`config.mk`:
```
export PLATFORM = sky130hd
export DESIGN_NAME = register_file_mp
export DESIGN_NICKNAME = d
export VERILOG_FILES = /design/src/rtl/cpu_types_pkg.sv /design/src/rtl/reg_scoreboard.sv /design/src/rtl/register_file_mp.sv
export SDC_FILE = /design/constraint.sdc
export NUM_CORES = 2
export LEC_CHECK = 0
export ABC_AREA = 1
export CORE_ASPECT_RATIO = 0.6
export CORE_MARGIN = 2
export CORE_UTILIZATION = 52
export CTS_CLUSTER_SIZE = 14
export DETAILED_ROUTE_END_ITERATION = 7
export PLACE_DENSITY = 0.72
export SLEW_MARGIN = 20
export SYNTH_ARGS = -nofsm -noshare
export SYNTH_HDL_FRONTEND = slang
export SYNTH_SLANG_ARGS = --single-unit
```
`constraint.sdc`:
```
create_clock -name clk -period 67.8 [get_ports clk]
set_input_delay 10.17 -clock clk [delete_from_list [all_inputs] [get_ports clk]]
set_output_delay 10.17 -clock clk [all_outputs]
set_load 0.02 [all_outputs]
```
`src/rtl/cpu_types_pkg.sv`:
```
// Shared CPU datapath types and default register-file dimensions.
package cpu_types_pkg;

  localparam int unsigned DEFAULT_NUM_REGS = 32;
  localparam int unsigned DEFAULT_DATA_W   = 32;
  localparam int unsigned DEFAULT_IDX_W    = $clog2(DEFAULT_NUM_REGS);

  typedef logic [DEFAULT_DATA_W-1:0] word_t;
  typedef logic [DEFAULT_IDX_W-1:0]  reg_w;

endpackage

```
`src/rtl/reg_scoreboard.sv`:
```
// Per-register pending-write bits: reserve sets, writes clear, set wins.
module reg_scoreboard
  import cpu_types_pkg::*;
#(
  parameter int unsigned NUM_REGS = DEFAULT_NUM_REGS,
  parameter int unsigned NUM_WR   = 1,
  localparam int unsigned IDX_W   = $clog2(NUM_REGS)
) (
  input  logic                         clk,
  input  logic                         rst,
  input  logic                         reserve,
  input  logic [IDX_W-1:0]             reserve_index,
  input  logic [NUM_WR-1:0]            reg_write,
  input  logic [NUM_WR-1:0][IDX_W-1:0] write_index,
  output logic [NUM_REGS-1:0]          busy,
  output logic                         reserve_ack_c
);

  // Accept a reservation only for a free, nonzero register outside reset
  always_comb begin
    reserve_ack_c = 1'b0;
    if (!rst && reserve && (reserve_index != '0) && !busy[reserve_index]) begin
      reserve_ack_c = 1'b1;
    end
  end

  // Busy bits: clears from writes first, then an accepted reserve overrides
  always_ff @(posedge clk or posedge rst) begin
    if (rst) begin
      busy <= '0;
    end else begin
      for (int unsigned w = 0; w < NUM_WR; w++) begin
        if (reg_write[w] && (write_index[w] != '0)) begin
          busy[write_index[w]] <= 1'b0;
        end
      end
      if (reserve_ack_c) begin
        busy[reserve_index] <= 1'b1;
      end
    end
  end

endmodule

```
`src/rtl/register_file_mp.sv`:
```
// Multi-ported register file with optional write forwarding and scoreboard.
module register_file_mp
  import cpu_types_pkg::*;
#(
  parameter int unsigned NUM_REGS = DEFAULT_NUM_REGS,
  parameter int unsigned DATA_W   = DEFAULT_DATA_W,
  parameter int unsigned NUM_RD   = 2,
  parameter int unsigned NUM_WR   = 1,
  parameter int unsigned BYPASS   = 1,
  localparam int unsigned IDX_W   = $clog2(NUM_REGS)
) (
  input  logic                          clk,
  input  logic                          rst,
  input  logic [NUM_RD-1:0][IDX_W-1:0]  read_index,
  output logic [NUM_RD-1:0][DATA_W-1:0] read_data,
  output logic [NUM_RD-1:0]             read_busy,
  input  logic [NUM_WR-1:0]             reg_write,
  input  logic [NUM_WR-1:0][IDX_W-1:0]  write_index,
  input  logic [NUM_WR-1:0][DATA_W-1:0] write_data,
  input  logic                          reserve,
  input  logic [IDX_W-1:0]              reserve_index,
  output logic                          reserve_ack
);

  logic [NUM_REGS-1:0][DATA_W-1:0] regs;
  logic [NUM_REGS-1:0]             busy;

  reg_scoreboard #(
    .NUM_REGS (NUM_REGS),
    .NUM_WR   (NUM_WR)
  ) u_scoreboard (
    .clk           (clk),
    .rst           (rst),
    .reserve       (reserve),
    .reserve_index (reserve_index),
    .reg_write     (reg_write),
    .write_index   (write_index),
    .busy          (busy),
    .reserve_ack_c (reserve_ack)
  );

  // Register array; later ports overwrite earlier ones on the same index
  always_ff @(posedge clk or posedge rst) begin
    if (rst) begin
      regs <= '0;
    end else begin
      for (int unsigned w = 0; w < NUM_WR; w++) begin
        if (reg_write[w] && (write_index[w] != '0)) begin
          regs[write_index[w]] <= write_data[w];
        end
      end
    end
  end

  // Zero-latency reads with optional forwarding of this cycle's writes
  always_comb begin
    read_data = '0;
    read_busy = '0;
    for (int unsigned r = 0; r < NUM_RD; r++) begin
      if (!rst && (read_index[r] != '0)) begin
        read_data[r] = regs[read_index[r]];
        read_busy[r] = busy[read_index[r]];
        if (BYPASS != 0) begin
          for (int unsigned w = 0; w < NUM_WR; w++) begin
            if (reg_write[w] && (write_index[w] == read_index[r])) begin
              read_data[r] = write_data[w];
              read_busy[r] = 1'b0;
            end
          end
        end
      end
    end
  end

endmodule

```
# Yosys cells after proc, flatten, opt, wreduce, memory -nomap -nowiden

Index checks and enable logic that the tools add are counted.

ROM bits: 0
Input bits: 56
Bits in latches: 0
Memory bits (writable): 0
Output and inout bits: 67
Memories: 0
Register bits after elaboration: 1,056

Multipliers: 0
Reduce and logical (&&, ||, !) cells: 16
Shift operators: 0
Divide/modulo/power cells: 0
Bitwise operators: 3
$lt $le $gt $ge: 6
Add/sub/neg operators: 0
Equality and inequality tests: 2
Muxes and demuxes: 28

Operators with widths:

| cell                 | number |
|---|---|
| $bwmux W1024         | 1 |
| $bmux W32 S5         | 2 |
| $mux W32             | 9 |
| $demux W32 S5        | 1 |
| $and A32 B32 Y32     | 1 |
| $not A32 Y32         | 1 |
| $or A32 B32 Y32      | 1 |
| $lt A5 B6 Y1 const B | 4 |
| $reduce_bool A5 Y1   | 4 |
| $bmux W1 S5          | 3 |
| $demux W1 S5         | 2 |
| $eq A5 B5 Y1         | 2 |
| $ge A5 B1 Y1 const B | 2 |
| $logic_and A1 B1 Y1  | 10 |
| $mux W1              | 10 |
| $logic_not A1 Y1     | 2 |

# Depth between registers and ports, before layout

Depth in word-level cells: 9
Gate-level depth with buffers: 13
Gate-level depth less buffers: 11

# Cells and area by module

A second synthesis with hierarchy kept.

Cell total of the unflattened synthesis: 8,403
Area, all modules: 58,994.1 sq um

By module, submodules not included:

| module           | instances | area each (sq um) | sequential area each (sq um) | cells an instance |
|---|---|---|---|---|
| register_file_mp | 1         | 56,868.3          | 25,624.6                     | 8,096 |
| reg_scoreboard   | 1         | 2,125.8           | 800.8                        | 307 |

# Least setup slack after synthesis

Ideal clock, no wire load.

Kind: input port to output port
Start: input port rst
End: output port reserve_ack
Cell stages on the path: 8
Arrival: 33.571 ns
Slack: 24.059 ns
Required time: 57.630 ns
Cells stage by stage: inv_1 > nand3_1 > inv_1 > nand2_1 > nor2_1 > buf_2 > nand2_1 > nor2_1

Longest elaborated chain between the ends: 5

RTL lines:

| item                              | RTL line               | source |
|---|---|---|
| from (decl)                       | register_file_mp.sv:13 | `input logic rst,` |
| $logic_not A1 Y1 (no source line) | n/a                    |  |
| $logic_and A1 B1 Y1 (3 in series) | reg_scoreboard.sv:22   | `if (!rst && reserve && (reserve_index != '0) && !busy[reserve_index]) begin` |
| $mux W1                           | reg_scoreboard.sv:22   |  |
| to (decl)                         | register_file_mp.sv:22 | `output logic reserve_ack` |

No other way between the ends.

==> run_results.csv <==
group,metric,value,unit
placement,dpl.cell_count,9359,
clock_tree,clk_latency,0.76,ns
finish,multi_input_area,0.0282,sq mm
global_route,antenna_found_initial,29,
placement,io_buffers,122,
setup_path,r2r_end,"u_scoreboard.busy[1]",
finish,drive_above_1_share,0.0436,
setup_path,path_cells,"buf_4 -> inv_4 -> buf_4 -> nand2_1 -> nand2_1 -> inv_1 -> nand2_2 -> nor2_8 -> inv_2 -> nand2_1 -> inv_2 -> nand3_1 -> nand2_1 -> clkdlybuf4s50_1",
clock_tree,postCtsSetupBuffers,0,
min_path,hp-start,"regs[26]",
floorplan,die-area,0.117,sq mm
finish,layout.cells.non_filler,9563,
sta,fin_skew,0.0172,ns
status,failed_checks,"DRC",
clock_tree,clk_pin_slew,0.06,ns
sta,fin_crit,25.58,ns
synth,synth_cell_types,31,
setup_path,r2r_slack,65.80,ns
setup_path,critPathMaxFanout,34,
job,drv_cap,0,
synth,yosys_warnings,0,
finish,layout.area.seq,0.0264,sq mm
clock_tree,cts_tree,"done",
global_route,grt_pass1_vias,54900,
clock_tree,postCtsHoldBufs,0,
route,drt_pass1_iterations,8,
placement,gp_congestion,0.915,
power,powerDensity,28.6,mW/mm^2
route,drt-initial-drc-count,11400,
clock_tree,cts_buffers,102,
route,antenna_left,0,
min_path,hold_path_end,"regs[26]",
status,status,"finished, violations left",
sta,rsz0062_at_grt,"no",
global_route,grt_overflow,0,
floorplan,num_rows,95,
synth,synth_seq_cells,1056,
sta,setup_violations,0,
finish,synthToLayoutAreaGrowth,7.27,%
global_route,grtUsageTotal,0.410,
synth,yosysSeqAreaShare,0.446,
floorplan,ios,123,
route,drt-total-wl,243,mm
setup_path,rr_startpoint,"u_scoreboard.busy[14]",
setup_path,critPathKind,"input port to output pin",
setup_path,critPathLaunchType,"input port",
floorplan,die_w,440,um
power,irDropWorstVdd,19.7,uV
sta,tightest_slew,1.26,ns
min_path,whs_path_depth,0,
floorplan,fp.coreArea,0.112,sq mm
clock_tree,cts-resized-gates,0,
synth,syn_avg_cell_area,7.03,sq um
setup_path,cp_common_cell,"nand2_1",
floorplan,initial_core_util,0.527,
synth,syn_area,0.0593,sq mm
sta,maxSlewViolCount,0,
global_route,grt_pass1_wl,360,mm
route,drc_errors,10,
placement,dp.final_hpwl,131,mm
clock_tree,cts-root-buf,"clkbuf_16",
route,vias_per_cell,6.37,
route,wire_per_inst,25.4,um
sta,tns,0,ns
sta,hold_violations,0,
sta,relSlewSlack,0.158,
power,leakage,28.8,nW
setup_path,worstSetupEndpointType,"output pin",
clock_tree,cts.htree.levels,3,
synth,synth_nets,8485,
route,via_count,60900,
sta,max_freq,0.0391,GHz
sta,fin_crit_sh,0.377,
setup_path,reg2reg_depth,7,
setup_path,worstPathArrival,15.41,ns
setup_path,crit_path_max_incr_delay,0.93,ns
global_route,grt_start_max_net_pins,227,
min_path,hp-class,"flip-flop to flip-flop",
setup_path,worstPathRequired,57.63,ns
floorplan,die_y,265,um
setup_path,slowest_stage,"inv_2",
synth,syn_inst,8429,
finish,n_fill_cell,10500,
finish,nNetsFinal,8016,
clock_tree,cts_max_path_buffers,3,
clock_tree,cts_sinks,1056,
[cell usage in the layout, fill, tap and decap left out, types with 12 or more instances in the layout]
master,n
clkinv_2,25
dfrtp_1,1056
o21ai_0,1250
buf_4,82
o21ai_1,42
inv_1,394
nor2_4,12
clkdlybuf4s50_1,112
inv_2,19
nand2_4,20
clkbuf_8,20
nor2_1,295
o211ai_1,264
nand2_1,2788
nand3_1,769
diode_2,18
a21oi_1,642
nand4_1,36
clkbuf_1,18
clkbuf_16,103
[layer usage]
metal  track usage  up-vias  part of all wire
li1              -    26800                 -
met1         0.566    28400              0.38
met2         0.553     4876              0.40
met3         0.144      890              0.16
met4         0.234       12             0.063
met5             0        -           0.00032
[critical path, delay by kind of cell]
family / cells / cell delay, ns
and+or+nand+nor: 7 / 1.35
buffers and inverters: 7 / 3.79
[cells in the mapped netlist (all sizes together)]
cell | number | area share
a21oi | 642 | 0.054
dfrtp | 1056 | 0.45
o21bai | 1 | 0.00013
nor4 | 1 | 0.00036
buf | 343 | 0.029
nor2 | 308 | 0.021
nand3 | 776 | 0.066
o21ai | 1292 | 0.11
nand2 | 2815 | 0.18
clkinv | 2 | 0.00013
nand4 | 36 | 0.0038
a31oi | 1 | 0.00011
clkbuf | 439 | 0.028
o211ai | 264 | 0.033
inv | 417 | 0.026
nor3 | 14 | 0.0016
or2 | 7 | 0.00074
o22ai | 4 | 0.00042
nand3b | 11 | 0.0014
[state kept, by name (all words and copies together), names as in the netlist]
register and flops:
regs 1024, u_scoreboard.busy 32
[cells by family after synthesis]
| kind of cell | synth area share |
|---|---|
| buf+inv | 0.0835 |
| simple gates | 0.273 |
| compound gates | 0.197 |
| flops | 0.446 |
[per-stage QoR]
step	setup WS (ns)	instance area (sq um)	total power [W]	hold WS, ns	util
6_report	42.22	63600	0.00182	0.400	0.565
3_3_place_gp	42.59	60000	0.00118	0.386	0.533
4_1_cts	42.61	63500	0.00180	0.404	0.564
5_1_grt	42.29	63500	0.00190	0.421	0.565
2_1_floorplan	24.06	59300	0.00108	0.449	-
3_5_place_dp	42.61	60000	0.00120	0.390	0.533
[where the power goes]
group / switching (W) / internal [W] / leakage [nW] / total (W)
clock: 0.000272 / 0.000343 / 1.72 / 0.000615
sequential: 0.0000857 / 0.000751 / 13.4 / 0.000836
combinational: 0.000246 / 0.000121 / 13.7 / 0.000366
total: 0.000603 / 0.00121 / 28.8 / 0.00182
[worst max-delay path by stage]
stage / startpoint / to / slack (ns) / cells after the start
2_1_floorplan: rst / reserve_ack / 24.06 / 8
3_3_place_gp: read_index[4] / read_data[31] / 42.59 / 14
3_5_place_dp: read_index[4] / read_data[31] / 42.61 / 14
4_1_cts: read_index[4] / read_data[31] / 42.61 / 14
5_1_grt: read_index[4] / read_data[31] / 42.29 / 14
6_report: read_index[4] / read_data[31] / 42.22 / 14
[area by class of cell]
class	count	area share
Sequential cell	1056	0.416
Timing Repair Buffer	209	0.0310
Multi-Input combinational cell	6172	0.443
Clock buffer	140	0.0457
Clock inverter	46	0.00910
Antenna cell	18	0.000709
Tap cell	1503	0.0296
Inverter	419	0.0252
Note: power is estimated with default switching activity, not from simulation.
